`src/rtl/avg_pool_unit_float16.sv`:
```
// avg_pool_unit_float16
//   Streaming FP16 (IEEE binary16) average-pooling lane. One sample is
//   consumed on every rising clock edge while rst is high. Each run of
//   data_num consecutive samples forms a window; its mean is written to
//   avg_pool_result one cycle after the window's last sample is captured.
//
// Stream semantics: there is no valid/stall input. Every rising edge with
//   rst=1 consumes avg_input_data as the next sample. result_ready is a
//   sticky "a result exists" flag (not a per-result strobe). It rises with
//   the first completed window and stays high until reset.
//   avg_pool_result holds its value until the next window completes.
//
// Ports:
//   clk             rising-edge clock
//   rst             synchronous active-low reset (0: reset, 1: run)
//   avg_input_data  FP16 sample, captured every edge while rst=1
//   data_num        window length (0 behaves as 1), latched at sample 1
//   result_ready    1 once at least one window average is available
//   avg_pool_result FP16 mean of the most recently completed window
module avg_pool_unit_float16 #(
  parameter int DATA_WIDTH     = 16,
  parameter int DATA_NUM_WIDTH = 8
) (
  input  logic                      clk,
  input  logic                      rst,
  input  logic [DATA_WIDTH-1:0]     avg_input_data,
  input  logic [DATA_NUM_WIDTH-1:0] data_num,
  output logic                      result_ready,
  output logic [DATA_WIDTH-1:0]     avg_pool_result
);

  localparam int NW = DATA_NUM_WIDTH;
  localparam logic [NW-1:0] N_ONE  = NW'(1);
  localparam logic [NW-1:0] N_ZERO = '0;

  // Round-to-nearest-even and pack. The significand arrives with its leading
  // one in sig[10]. exp_in is the biased exponent before the rounding carry.
  // Out-of-range exponents become inf (too large) or +0 (subnormal flush).
  function automatic logic [15:0] fp16_pack(input logic sign, input int exp_in,
                                            input logic [10:0] sig,
                                            input logic guard, input logic sticky);
    int         e;
    logic       up;
    logic [11:0] rm;
    e  = exp_in;
    up = guard & (sticky | sig[0]);
    rm = {1'b0, sig} + {11'b0, up};
    if (rm[11]) begin
      rm = {1'b0, rm[11:1]};
      e  = e + 1;
    end
    if (e >= 31) return {sign, 5'h1f, 10'h000};
    if (e <= 0)  return 16'h0000;
    return {sign, e[4:0], rm[9:0]};
  endfunction

  // FP16 add. Subnormal inputs count as zero. NaN or (+inf)+(-inf) gives the
  // canonical NaN. This also lets specials carry through the running sum
  // without any separate flags.
  function automatic logic [15:0] fp16_add(input logic [15:0] a, input logic [15:0] b);
    logic        sa, sb, s_big, s_small;
    logic [4:0]  ea, eb, e_big, e_small, d;
    logic [10:0] sig_a, sig_b, sig_big, sig_small;
    logic [31:0] tmp;
    logic [13:0] al_big, al_small, m;
    logic [14:0] r;
    logic        a_nan, b_nan, a_inf, b_inf, found;
    int          lz, e;
    sa = a[15]; ea = a[14:10];
    sb = b[15]; eb = b[14:10];
    a_nan = (ea == 5'h1f) && (a[9:0] != 10'h0);
    b_nan = (eb == 5'h1f) && (b[9:0] != 10'h0);
    a_inf = (ea == 5'h1f) && (a[9:0] == 10'h0);
    b_inf = (eb == 5'h1f) && (b[9:0] == 10'h0);
    if (a_nan || b_nan || (a_inf && b_inf && (sa != sb))) return 16'h7e00;
    if (a_inf) return {sa, 5'h1f, 10'h000};
    if (b_inf) return {sb, 5'h1f, 10'h000};
    sig_a = (ea == 5'h0) ? 11'h0 : {1'b1, a[9:0]};
    sig_b = (eb == 5'h0) ? 11'h0 : {1'b1, b[9:0]};
    // Larger magnitude goes first so subtraction never goes negative.
    if ({ea, sig_a} >= {eb, sig_b}) begin
      s_big = sa; e_big = ea; sig_big = sig_a;
      s_small = sb; e_small = eb; sig_small = sig_b;
    end else begin
      s_big = sb; e_big = eb; sig_big = sig_b;
      s_small = sa; e_small = ea; sig_small = sig_a;
    end
    d = e_big - e_small;
    // Three guard positions; everything shifted below them folds into a sticky LSB.
    tmp      = {sig_small, 21'b0} >> d;
    al_small = tmp[31:18] | {13'b0, |tmp[17:0]};
    al_big   = {sig_big, 3'b000};
    if (s_big == s_small) r = {1'b0, al_big} + {1'b0, al_small};
    else                  r = {1'b0, al_big} - {1'b0, al_small};
    if (r == 15'h0) return 16'h0000;
    if (r[14]) begin
      m = r[14:1] | {13'b0, r[0]};
      e = int'(e_big) + 1;
    end else begin
      lz    = 0;
      found = 1'b0;
      for (int i = 13; i >= 0; i--) begin
        if (!found && r[i]) begin
          lz    = 13 - i;
          found = 1'b1;
        end
      end
      m = r[13:0] << lz;
      e = int'(e_big) - lz;
    end
    return fp16_pack(s_big, e, m[13:3], m[2], |m[1:0]);
  endfunction

  // FP16 divide by an unsigned integer window length n (n >= 1).
  // n is normalised to 1.xxx * 2^p. The quotient carries 18+ bits after the
  // leading one, and the remainder feeds the sticky bit.
  function automatic logic [15:0] fp16_div(input logic [15:0] s, input logic [NW-1:0] n);
    logic [4:0]     es;
    logic [10:0]    sig;
    logic [NW-1:0]  n_sig;
    logic [18+NW:0] num, q, rem;
    int             p;
    es = s[14:10];
    if ((es == 5'h1f) && (s[9:0] != 10'h0)) return 16'h7e00;
    if (es == 5'h1f) return {s[15], 5'h1f, 10'h000};
    if (es == 5'h0)  return 16'h0000;
    sig = {1'b1, s[9:0]};
    p = 0;
    for (int i = 0; i < NW; i++) begin
      if (n[i]) p = i;
    end
    n_sig = n << (NW - 1 - p);
    num   = {sig, {(8 + NW){1'b0}}};
    q     = num / {{19{1'b0}}, n_sig};
    rem   = num % {{19{1'b0}}, n_sig};
    // Ratio sig/n_sig lies in (0.5, 2): leading one is at bit 19 or bit 18.
    if (q[19])
      return fp16_pack(s[15], int'(es) - p, q[19:9], q[8], (|q[7:0]) | (rem != '0));
    return fp16_pack(s[15], int'(es) - p - 1, q[18:8], q[7], (|q[6:0]) | (rem != '0));
  endfunction

  logic [15:0]   acc;
  logic [15:0]   sum_reg;
  logic [NW-1:0] count;
  logic [NW-1:0] n_lat;
  logic [NW-1:0] n_reg;
  logic          div_valid;

  logic [NW-1:0] n_cur;
  logic [15:0]   sum_next;

  // count==0 marks sample 1: the window length is taken live from data_num
  // there, and from the latched copy for the rest of the window.
  always_comb begin
    n_cur    = n_lat;
    sum_next = avg_input_data;
    if (count == N_ZERO) begin
      n_cur = (data_num == N_ZERO) ? N_ONE : data_num;
    end else begin
      sum_next = fp16_add(acc, avg_input_data);
    end
  end

  always_ff @(posedge clk) begin
    if (!rst) begin
      acc             <= 16'h0000;
      sum_reg         <= 16'h0000;
      count           <= N_ZERO;
      n_lat           <= N_ZERO;
      n_reg           <= N_ZERO;
      div_valid       <= 1'b0;
      result_ready    <= 1'b0;
      avg_pool_result <= '0;
    end else begin
      n_lat     <= n_cur;
      div_valid <= 1'b0;
      if (count == n_cur - N_ONE) begin
        // Last sample: hand the sum to the divide stage and restart the
        // window so the next edge is sample 1 with no bubble.
        sum_reg   <= sum_next;
        n_reg     <= n_cur;
        div_valid <= 1'b1;
        count     <= N_ZERO;
      end else begin
        acc   <= sum_next;
        count <= count + N_ONE;
      end
      if (div_valid) begin
        avg_pool_result <= DATA_WIDTH'(fp16_div(sum_reg, n_reg));
        result_ready    <= 1'b1;
      end
    end
  end

endmodule

```
`config.mk`:
```
export PLATFORM = sky130hd
export DESIGN_NAME = avg_pool_unit_float16
export DESIGN_NICKNAME = d
export VERILOG_FILES = /design/src/rtl/avg_pool_unit_float16.sv
export SDC_FILE = /design/constraint.sdc
export NUM_CORES = 1
export LEC_CHECK = 0
export ABC_AREA = 1
export CORE_ASPECT_RATIO = 0.5
export CORE_MARGIN = 2
export CORE_UTILIZATION = 45
export DETAILED_ROUTE_END_ITERATION = 8
export MAX_ROUTING_LAYER = met4
export PLACE_DENSITY = 0.66
export RECOVER_POWER = 100
export SETUP_SLACK_MARGIN = 0.1
export SLEW_MARGIN = 25
export SYNTH_ARGS = -nofsm -noshare
export SYNTH_HDL_FRONTEND = slang
export SYNTH_SLANG_ARGS = --single-unit
```
`constraint.sdc`:
```
create_clock -name clk -period 106.8 [get_ports clk]
set_input_delay 10.68 -clock clk [delete_from_list [all_inputs] [get_ports clk]]
set_output_delay 10.68 -clock clk [all_outputs]
set_load 0.005 [all_outputs]
```
==> results.md <==
- Crit path launch type: register
- Status: finished with violations
- Most used cell, CP: nand2_1
- Area Growth Syn to Fin: 3.69%
- Core area: 0.0615 sq mm
- Worst path arrival time: 66.88 ns
- Post-detail-place hpwl: 70200 um
- Vias per cell: 5.45
- Crit. End Element: register
- Maxcap violations: 8
- N_diodes: 0
- Final setup vio count: 0
- Post-route ant nets: 0
- Die area: 0.0648 sq mm
- Mapped Cells: 4708
- Share of the synthesized area in the top cell type: 15.0%
- Yosys top cell by area: nand2_1
- Slew margin rel.: -82.2%
- Placement Rows: 64
- Clock Tree Root: clkbuf_16
- # fillers: 6574
- Initial antenna violation count: 0
- DIE WIDTH: 358 um
- GRT Resource Usage Total: 26.2%
- Worst-case reg-to-reg path depth: 332
- Initial core utilization: 45.8%
- Slowest CP cell: clkbuf_1
- Post-Route WL: 85300 um
- Hold Crit Class: reg -> reg
- Post_cts resized: 0
- Fmax: 0.0150 GHz
- Worst-Margin Slew: 2.73 ns
- Seq cells post-synth: 74
- Clock Path Buffers: 2
- Final period utilization: 62.4%
- Violated checks: capacitance limit, slew limit
- RSZ-0062 raised after global routing: no
- First-pass GRT wire length: 139000 um
- Async set-reset flop share out of synthesis: 0%
- RePlAce Congestion: 0.942
- Max-slew violation count: 199
- Worst-path fanout max: 45
- Layout cells sized above 1: 12.3%
- WS Path Type: reg -> reg
- Drt pass-1 iters: 6
- Final min period: 66.68 ns
- Inserted Clock Buffers: 9
- Largest net degree at the start of global routing: 46
- Hold Fails Final Rpt: 0
- Vias in the first global route: 27.7k
- GRT overflow: 0
- EDFF count, synth: 0
- Commonest cells after routing, fill and taps aside: 1123 x nand2_1, 641 x inv_1, 418 x nor2_1, 358 x o21ai_0, 336 x nand3_1
- Ranking of synthesized cells by area: nand2_1 15%, ha_1 10%, inv_1 8.5%
- # Post-CTS Setup Buffers: 0
- DIE HEIGHT: 181 um
- Io pins: 43
- Vias: 30.0k
- Clock Skew: 0.00690 ns
- CP max stage delay: 1.66 ns
- WP data required: 107.00 ns
- Synth Warn #: 0
- CTS tree: yes
- Final net count: 4936
- DR WL/cell: 15.5 um
- Setup TNS: 0 ns
- Commonest non-fill, non-tap cell in the layout: nand2_1
- Seq/Total Area, Yosys: 5.26%
- Worst-path clk slew: 0.07 ns
- Skew-Pair Late Insertion Delay: 0.34 ns
- Synth unique cells: 90
- CTS H-tree lvls: 3
- Synth Flop Type: dfxtp_1
- DR iter-0 viols: 2066
- PortBufs: 42
- Synth Area per Inst: 5.99 sq um
- Net count after synthesis: 4970
- Hold path depth: 1
- Clk sinks: 74
- Cell area after synthesis: 0.0282 sq mm
- Hold_buf cts: 0
- Post-layout util: 47.5%
- DR DRC count: 0
-- worst paths after layout --
check	startpoint	endpoint	slack, ns
setup / recovery	n_reg[3]	avg_pool_result[0]	40.12
setup reg to reg	n_reg[3]	avg_pool_result[0]	40.12
hold / removal	count[0]	count[0]	0.45
hold reg to reg	count[0]	count[0]	0.45
-- synth_stat cells (16+ instances only) --
| master | n |
|---|---|
| a21o_1 | 21 |
| a21oi_1 | 172 |
| clkbuf_1 | 55 |
| dfxtp_1 | 74 |
| ha_1 | 232 |
| inv_1 | 641 |
| inv_2 | 53 |
| nand2_1 | 1123 |
| nand2_2 | 112 |
| nand2_4 | 82 |
| nand3_1 | 329 |
| nand3_2 | 58 |
| nand3_4 | 43 |
| nand3b_1 | 24 |
| nand4_1 | 128 |
| nor2_1 | 416 |
| nor2_2 | 39 |
| nor2_4 | 40 |
| nor2_8 | 16 |
| nor3_1 | 58 |
| o211ai_1 | 22 |
| o21ai_0 | 358 |
| o21ai_1 | 26 |
| o21ai_2 | 22 |
| o22ai_1 | 41 |
| or2_2 | 27 |
| xnor2_1 | 86 |
| xor2_1 | 139 |
-- kinds of logic after synthesis --
logic type | Yosys count | synth area share, %
XOR/XNOR | 226 | 7.05
AND/OR/NAND/NOR | 2556 | 47.8
AO/OA/AOI/OAI | 779 | 16.2
multiplexers | 7 | 0.249
other | 1 | 0.0133
buffers and inverters | 829 | 12.9
flip-flops | 74 | 5.26
adder cells (fa/ha/maj) | 236 | 10.6
-- worst max-delay path, delay by kind of cell, from the launching register on --
kind,cells,cell delay (ns)
flops,1,0.37
compound gates,105,21.48
buf+inv,42,8.15
fa+ha+maj,26,9.49
simple gates,159,26.91
-- stage by stage --
| stage | setup WS, ns | hold slack [ns] | instances | cell area (sq um) |
|---|---|---|---|---|
| after floorplan | 56.64 | 0.417 | 4708 | 28200 |
| after global placement | 52.81 | 0.430 | 5488 | 29100 |
| after detailed placement | 50.84 | 0.446 | 5488 | 29100 |
| after CTS | 50.69 | 0.458 | 5504 | 29400 |
| after global routing | 32.99 | 0.480 | 5504 | 29200 |
| final | 40.12 | 0.451 | 5504 | 29200 |
-- routing by layer --
metal	GRT usage, %	routed length, um	up-vias
met4	6.09	2010	0
met2	44.8	39800	741
li1	-	-	15411
met1	34.1	40300	13717
met5	-	0	-
met3	1.06	3150	120
-- area by class of cell --
cell class                 count  area [sq um]  share of cell area (%)
sequential                    74          1480                    5.07
multi-input combinational   3805         23000                    78.7
inverter                     728          2900                    9.93
timing repair buffer          56           503                    1.72
clock buffer                   9           225                   0.771
tap                          825          1030                    3.53
clock inverter                 7          83.8                   0.287
Power is not shown: default switching activity piles up to over one toggle a cycle in this logic, so the estimate is an artifact.
